[config.mk]
export PLATFORM = sky130hd
export DESIGN_NAME = conv_encoder_flat
export DESIGN_NICKNAME = d
export VERILOG_FILES = /design/src/rtl/viterbi_pkg.sv /design/src/rtl/conv_encoder_if.sv /design/src/rtl/conv_enc_trellis.sv /design/src/rtl/conv_encoder.sv /design/src/flat_wrapper.sv
export SDC_FILE = /design/constraint.sdc
export NUM_CORES = 1
export LEC_CHECK = 0
export CORE_ASPECT_RATIO = 1.2
export CORE_UTILIZATION = 39
export DETAILED_ROUTE_END_ITERATION = 7
export HOLD_SLACK_MARGIN = 0.03
export PLACE_DENSITY = 0.76
export SLEW_MARGIN = 25
export SYNTH_ARGS = -nofsm -noshare
export SYNTH_HDL_FRONTEND = slang
export SYNTH_SLANG_ARGS = --single-unit
[constraint.sdc]
create_clock -name clk -period 2 [get_ports clk]
set_clock_uncertainty 0.15 [all_clocks]
set_input_delay 0.2 -clock clk [delete_from_list [all_inputs] [get_ports clk]]
set_output_delay 0.2 -clock clk [all_outputs]
set_load 0.005 [all_outputs]
[src/rtl/viterbi_pkg.sv]
// Shared Viterbi-link definitions: trellis/symbol types, generator taps,
// encoder FSM states and the single branch function both link ends score with.
package viterbi_pkg;

  typedef logic [1:0] trellis_state_t;
  typedef logic [1:0] symbol_t;

  localparam logic [2:0] G0 = 3'b111;
  localparam logic [2:0] G1 = 3'b101;

  typedef enum logic [1:0] {
    ST_IDLE  = 2'b00,
    ST_DATA  = 2'b01,
    ST_TAIL1 = 2'b10,
    ST_TAIL2 = 2'b11
  } enc_state_e;

  // Taps ordered {u, most recent bit, older bit} so G0/G1 read MSB-first as written.
  function automatic symbol_t branch_symbol(input trellis_state_t s, input logic u);
    logic [2:0] taps;
    taps = {u, s[0], s[1]};
    return {^(taps & G0), ^(taps & G1)};
  endfunction

  function automatic trellis_state_t branch_next(input trellis_state_t s, input logic u);
    return {s[0], u};
  endfunction

endpackage

[src/rtl/conv_encoder_if.sv]
// Valid/ready input bit stream and output symbol stream of the convolutional encoder.
interface conv_encoder_if;

  logic       in_valid;
  logic       in_ready;
  logic       in_bit;
  logic       in_last;
  logic       out_valid;
  logic       out_ready;
  logic [1:0] out_sym;
  logic       out_last;

  modport master (
    output in_valid, in_bit, in_last, out_ready,
    input  in_ready, out_valid, out_sym, out_last
  );

  modport slave (
    input  in_valid, in_bit, in_last, out_ready,
    output in_ready, out_valid, out_sym, out_last
  );

endinterface

[src/rtl/conv_enc_trellis.sv]
// One trellis branch: (state, input bit) -> (code symbol, next state).
module conv_enc_trellis
  import viterbi_pkg::*;
(
  input  trellis_state_t s_i,
  input  logic           u_i,
  output symbol_t        sym_o,
  output trellis_state_t s_next_o
);

  assign sym_o    = branch_symbol(s_i, u_i);
  assign s_next_o = branch_next(s_i, u_i);

endmodule

[src/rtl/conv_encoder.sv]
// Rate-1/2, K=3 convolutional encoder with a single output register.
// CONV_ENCODER_TAIL_EN adds two zero tail symbols per frame (trellis back to 00).
module conv_encoder
  import viterbi_pkg::*;
#(
  parameter int CNT_W = 16
) (
  input  logic             clk,
  input  logic             rst,
  conv_encoder_if.slave    bus,
  output logic             busy,
  output logic [CNT_W-1:0] sym_cnt
);

  enc_state_e     state_q, state_d;
  trellis_state_t s_q, s_d;
  logic           out_valid_q, out_valid_d;
  symbol_t        out_sym_q, out_sym_d;
  logic           out_last_q, out_last_d;
  logic [CNT_W-1:0] sym_cnt_q, sym_cnt_d;

  logic           slot_free_s;
  logic           in_ready_s;
  logic           accept_s;
  logic           load_s;
  logic           u_s;
  logic           last_s;
  symbol_t        sym_s;
  trellis_state_t s_next_s;

  assign slot_free_s = ~out_valid_q | bus.out_ready;
  assign in_ready_s  = ~rst & slot_free_s & ((state_q == ST_IDLE) | (state_q == ST_DATA));
  assign accept_s    = bus.in_valid & in_ready_s;

  conv_enc_trellis u_trellis (
    .s_i      (s_q),
    .u_i      (u_s),
    .sym_o    (sym_s),
    .s_next_o (s_next_s)
  );

  // FSM: decides whether a symbol is loaded this cycle and from which input bit
  always_comb begin
    state_d = state_q;
    load_s  = 1'b0;
    u_s     = 1'b0;
    last_s  = 1'b0;
    case (state_q)
      ST_IDLE, ST_DATA: begin
        if (accept_s) begin
          load_s = 1'b1;
          u_s    = bus.in_bit;
`ifdef CONV_ENCODER_TAIL_EN
          last_s  = 1'b0;
          state_d = bus.in_last ? ST_TAIL1 : ST_DATA;
`else
          last_s  = bus.in_last;
          state_d = bus.in_last ? ST_IDLE : ST_DATA;
`endif
        end else begin
          state_d = state_q;
        end
      end
`ifdef CONV_ENCODER_TAIL_EN
      ST_TAIL1: begin
        if (slot_free_s) begin
          load_s  = 1'b1;
          state_d = ST_TAIL2;
        end else begin
          state_d = state_q;
        end
      end
      ST_TAIL2: begin
        if (slot_free_s) begin
          load_s  = 1'b1;
          last_s  = 1'b1;
          state_d = ST_IDLE;
        end else begin
          state_d = state_q;
        end
      end
`endif
      default: state_d = ST_IDLE;
    endcase
  end

  // Output slot, trellis state and per-frame symbol counter next values
  always_comb begin
    s_d         = s_q;
    out_valid_d = out_valid_q & ~bus.out_ready;
    out_sym_d   = out_sym_q;
    out_last_d  = out_last_q;
    if (load_s) begin
      out_valid_d = 1'b1;
      out_sym_d   = sym_s;
      out_last_d  = last_s;
      s_d         = s_next_s;
    end else begin
      s_d = s_q;
    end
    if (out_valid_q & bus.out_ready) begin
      sym_cnt_d = out_last_q ? '0 : sym_cnt_q + CNT_W'(1);
    end else begin
      sym_cnt_d = sym_cnt_q;
    end
  end

  // State registers with synchronous reset; a reset mid-frame drops the frame
  always_ff @(posedge clk) begin
    if (rst) begin
      state_q     <= ST_IDLE;
      s_q         <= 2'b00;
      out_valid_q <= 1'b0;
      out_sym_q   <= 2'b00;
      out_last_q  <= 1'b0;
      sym_cnt_q   <= '0;
    end else begin
      state_q     <= state_d;
      s_q         <= s_d;
      out_valid_q <= out_valid_d;
      out_sym_q   <= out_sym_d;
      out_last_q  <= out_last_d;
      sym_cnt_q   <= sym_cnt_d;
    end
  end

  assign bus.in_ready  = in_ready_s;
  assign bus.out_valid = out_valid_q;
  assign bus.out_sym   = out_sym_q;
  assign bus.out_last  = out_last_q;
  assign busy          = (state_q != ST_IDLE) | out_valid_q;
  assign sym_cnt       = sym_cnt_q;

endmodule

[src/flat_wrapper.sv]
// flat-port wrapper written by rule: the top's interface ports become plain ports
module conv_encoder_flat import viterbi_pkg::*;
#(
  parameter int CNT_W = 16
)
  (clk, rst, busy, sym_cnt, bus_in_valid, bus_in_bit, bus_in_last, bus_out_ready, bus_in_ready, bus_out_valid, bus_out_sym, bus_out_last);
  conv_encoder_if bus_i ();
  input  logic clk;
  input  logic rst;
  output logic busy;
  output logic [CNT_W-1:0] sym_cnt;
  input wire logic [$bits(bus_i.in_valid)-1:0] bus_in_valid;
  input wire logic [$bits(bus_i.in_bit)-1:0] bus_in_bit;
  input wire logic [$bits(bus_i.in_last)-1:0] bus_in_last;
  input wire logic [$bits(bus_i.out_ready)-1:0] bus_out_ready;
  output wire logic [$bits(bus_i.in_ready)-1:0] bus_in_ready;
  output wire logic [$bits(bus_i.out_valid)-1:0] bus_out_valid;
  output wire logic [$bits(bus_i.out_sym)-1:0] bus_out_sym;
  output wire logic [$bits(bus_i.out_last)-1:0] bus_out_last;
  assign bus_i.in_valid = bus_in_valid;
  assign bus_i.in_bit = bus_in_bit;
  assign bus_i.in_last = bus_in_last;
  assign bus_i.out_ready = bus_out_ready;
  assign bus_in_ready = bus_i.in_ready;
  assign bus_out_valid = bus_i.out_valid;
  assign bus_out_sym = bus_i.out_sym;
  assign bus_out_last = bus_i.out_last;
  conv_encoder #(.CNT_W(CNT_W)) u_core (.clk(clk), .rst(rst), .bus(bus_i), .busy(busy), .sym_cnt(sym_cnt));
endmodule
After elaboration in Yosys (flattened, before gate mapping)

Index checks and enable logic that the tools add are counted.
W data, S select, Z words.

Add/subtract/negate cells: 1
Equal/unequal tests: 1
Muxes and demuxes: 9
Bitwise gates (word level): 12
Reduce and logical (&&, ||, !) cells: 6

Operators with widths:

| kind                    | count |
|---|---|
| $add A16 B1 Y16 const B | 1 |
| $mux W16                | 1 |
| $mux W1                 | 8 |
| $reduce_xor A3 Y1       | 2 |
| $and A1 B1 Y1           | 5 |
| $not A1 Y1              | 4 |
| $reduce_or A2 Y1        | 2 |
| $or A1 B1 Y1            | 3 |
| $eq A2 B1 Y1 const B    | 1 |
| $logic_not A2 Y1        | 1 |
| $reduce_bool A2 Y1      | 1 |

Register bits after elaboration: 24
Bits of input ports: 6
Logic and storage cells: 35

Logic depth before layout (Yosys ltp)

Depth after elaboration: 8
Mapped depth: 6
Mapped depth without buffers: 5

Hierarchy

From an unflattened synthesis, not the netlist that was laid out.

Cell total of the unflattened synthesis: 118
Area, all modules: 1031.0 um2

By module, submodules not included:

| module           | instances | cells an instance | area each (um2) | seq. area each (um2) |
|---|---|---|---|---|
| conv_encoder     | 1         | 114               | 983.4           | 460.4 |
| conv_enc_trellis | 1         | 4                 | 47.5            | 0.0 |

Worst setup path before layout

Ideal clock, no wire load.

Path type: register to register
From: register u_core.sym_cnt_q[0] (netlist: u_core.sym_cnt[0])
To: register u_core.sym_cnt_q[12] (netlist: u_core.sym_cnt[12])
Setup time: 117 ps
Arrival: 1201 ps
Slack: 532 ps
Cell stages (with the launch flop): 6
Buffers on the path: 0
Cell sequence: dfxtp_1 -> ha_1 -> nand3_2 -> nor4_2 -> xnor2_1 -> nor2_1

Word-level cells in the longest chain between the ends: 2

RTL lines:

| item                   | line                | RTL |
|---|---|---|
| start, declared        | conv_encoder.sv:20  | `logic [CNT_W-1:0] sym_cnt_q, sym_cnt_d;` |
| start signal, assigned | conv_encoder.sv:123 | `sym_cnt_q <= sym_cnt_d;` |
| $add A16 B1 Y16        | conv_encoder.sv:102 | `sym_cnt_d = out_last_q ? '0 : sym_cnt_q + CNT_W'(1);` |
| $mux W16               | conv_encoder.sv:102 |  |

No other way between the ends.
A chain may end at the register's enable or synchronous reset.

Worst setup path after layout

From: input bus_out_ready
To: output bus_in_ready

Word-level cells in the longest chain between the ends: 3

RTL lines:

| item                       | line               | RTL |
|---|---|---|
| start, declared            | flat_wrapper.sv:15 | `input wire logic [$bits(bus_i.out_ready)-1:0] bus_out_ready;` |
| $or A1 B1 Y1               | conv_encoder.sv:31 | `assign slot_free_s = ~out_valid_q \| bus.out_ready;` |
| $and A1 B1 Y1 (2 in a row) | conv_encoder.sv:32 | `assign in_ready_s = ~rst & slot_free_s & ((state_q == ST_IDLE) \| (state_q == ST_DATA));` |
| end, declared              | flat_wrapper.sv:16 | `output wire logic [$bits(bus_i.in_ready)-1:0] bus_in_ready;` |

No other way between the ends.

==> metrics.md <==
| Metric | Value |
|---|---|
| Initial antenna violation count | `0` |
| Die X-Extent | `49.3 um` |
| Peak VDD IR | `0.000435 V` |
| Starting Density | `approximately two fifths` |
| Gpl congestion | `0.780` |
| H-tree depth | `1` |
| Antenna-violating nets left | `0` |
| Synthesized cell area | `roughly 0.0010 mm2` |
| Overall power | `770 uW` |
| Clock-pin transition on the worst setup and hold timing paths | `about 120 ps` |
| Minimum clock period after layout | `approximately 1900 ps` |
| GRT overflow | `0` |
| Via/cell ratio | `slightly below 5` |
| Final setup violation count | `0` |
| Outcome | `completed` |
| RSZ-0062 raised after global routing | `false` |
| Setup TNS | `0 ps` |
| Std cell rows | `20` |
| EDFF count, synth | `0` |
| Initial DRT Pass Iterations | `5` |
| Vias post-DR | `about 890` |
| Period utilization | `between 90% and 100%` |
| Pwr Density | `between 500 and 600 mW/mm2` |
| Pins over their slew limit | `0` |
| Fin area | `roughly 0.0014 mm2` |
| Syn-to-layout area delta | `32.8%` |
| Port Buffers | `27` |
| Vias in the first global route | `802` |
| Final Core Density | `around 55%` |
| Worst Setup Path Type | `in2out` |
| Post-synth top cells | `dfxtp_1, nor2_1, xnor2_1` |
| CP required | `about 1700 ps` |
| Cts hold-fix bufs | `0` |
| Sequential area share after synthesis | `43.9%` |
| Largest net degree at the start of global routing | `14` |
| Hold crit path type | `reg2reg` |
| Crit. End Element | `output port` |
| Pre-CTS WS | `53.0 ps` |
| CTS buffer count | `3` |
| Synth Area per Inst | `8.89 um2` |
| Main synth FF type | `dfxtp_1` |
| Post-Syn Instances | `between 100 and 150` |
| Yosys reg bits | `23` |
| Drt total wl | `approximately 2100 um` |
| CP max FO | `6` |
| R2R setup slack | `between 300 and 400 ps` |
| Maxcap violations | `0` |
| Cell area after placement | `between 0.001 and 0.0015 mm2` |
| Nets | `approximately 160` |
| Mapped Nets | `approximately 130` |
| Worst-case clock buffer depth | `2` |
| N_diodes | `0` |
| Final WS setup | `about 100 ps` |
| Postcts setup bufs | `0` |
| Synth top area cells | `dfxtp_1, xnor2_1, nor2_1` |
| Area share of the largest cell type after synthesis | `between 40% and 50%` |
| Yosys warns | `0` |
| Synth unique cells | `29` |
| Hold Vio Cnt, Final | `0` |
| Overall Global Routing Usage | `roughly 16%` |
| Die H | `58.8 um` |
| Drt wl/cell | `between 10 and 15 um` |
| First-pass GRT wire length | `3450 um` |
| CTS sink cnt | `23` |
| Startpoint types | `input port` |
| DRT iter0 DRCs | `19` |
| Worst Tran Pin Value | `about 440 ps` |
| Area leader, netlist | `dfxtp_1` |
| Clk root buf | `clkbuf_4` |
| Max Freq | `about 530 MHz` |
| Worst Path Arrival | `around 1600 ps` |
| I/O pin count | `28` |
| DIE AREA | `0.00290 mm2` |
| Core area | `between 0.002 and 0.003 mm2` |
| Skew-Pair Late Insertion Delay | `~310 ps` |
| Pleak | `roughly 0.45 nW` |
| DRC | `0` |
| Fraction of layout cells with a size suffix above 1 | `between 10% and 20%` |
| CTS tree | `done` |
| Post-DP HPWL | `roughly 1500 um` |
| Post-synth ARST share | `0%` |
| Max_slew headroom | `70.8%` |
==> where the power goes <==
part / internal [mW] / switching, mW / total (mW)
Clock: 0.0746 / 0.139 / 0.214
Sequential: 0.469 / 0.00966 / 0.479
Combinational: 0.0449 / 0.0329 / 0.0778
==> final timing paths <==
| check | start | to | cells past startpoint |
|---|---|---|---|
| setup reg to reg | u_core.sym_cnt[5]$_SDFFE_PP0P_ | u_core.sym_cnt[15]$_SDFFE_PP0P_ | 4 |
| hold / removal | u_core.bus.out_sym[1]$_SDFFE_PP0N_ | u_core.bus.out_sym[1]$_SDFFE_PP0N_ | 2 |
| hold reg to reg | u_core.bus.out_sym[1]$_SDFFE_PP0N_ | u_core.bus.out_sym[1]$_SDFFE_PP0N_ | 2 |
| setup / recovery | bus_out_ready | bus_in_ready | 4 |
==> critical path, cell delays in order <==
cell and delay [ps]:
clkdlybuf4s50_1 610, nor2b_2 110, nor2_1 110, clkdlybuf4s50_1 520
==> cells by family (layout without fill, tap and decap cells) <==
logic type                 count (synthesis)  count (layout)  synth area share (%)
AOI/OAI and AO/OA                         10              10                  6.09
xor gates and xnor gates                  13              13                  10.9
adders and majority gates                  1               1                  1.19
buffers and inverters                      8              38                  3.10
DFF                                       23              23                  43.9
muxes                                      4               4                  3.94
and+or+nand+nor                           59              59                  30.9
==> routing by layer <==
layer	vias to the layer above	part of all wire, %	wire length [um]	global-route usage, %
li1	456	-	-	-
met1	420	45	924	18.2
met2	14	51	1050	28.0
met3	2	2.6	53	2.33
met4	0	0.93	19	7.14
met5	-	0	0	0
==> state kept, by name, indices dropped and copies added, names as in the netlist <==
signal,cells
u_core.bus.out_valid,1
u_core.sym_cnt,16
u_core.s_q,2
u_core.state_q,1
u_core.bus.out_last,1
u_core.bus.out_sym,2
==> per-stage QoR <==
step,hold slack (ps),cells
final,332,181
after global routing,359,181
after CTS,340,181
after detailed placement,320,177
after global placement,315,177
after floorplan,146,118
==> cell type report <==
type                       instances  area [um2]
clock inverter                     1        5.00
inverter                           5        18.8
fill                             234        1160
timing repair buffer              29         285
tap                               33        41.3
clock buffer                       3        22.5
sequential                        23         462
multi-input combinational         87         558
==> what timing repair did <==
item,CTS,global route
gates resized for setup,1,1
hold endpoints to repair,0,0
endpoints found under the setup margin,1,1
==> layout by cell type (no fill, tap or decap), drive strengths merged <==
master and count:
buf 2, inv 5, or3 1, nand3 7
a211o 1, a211oi 1, xnor2 11, clkinv 1
clkbuf 3, ha 1, nor2 24, nor3 5
nand2 10, o21ai 3, nand2b 3, xor2 2
clkdlybuf4s50 27, mux2 1, a31o 2, mux2i 3
nor2b 1, dfxtp 23, or2 1, nor4 3
a21oi 3, nand4 3, nor3b 1
Note: power is estimated with default switching activity, not from simulation.
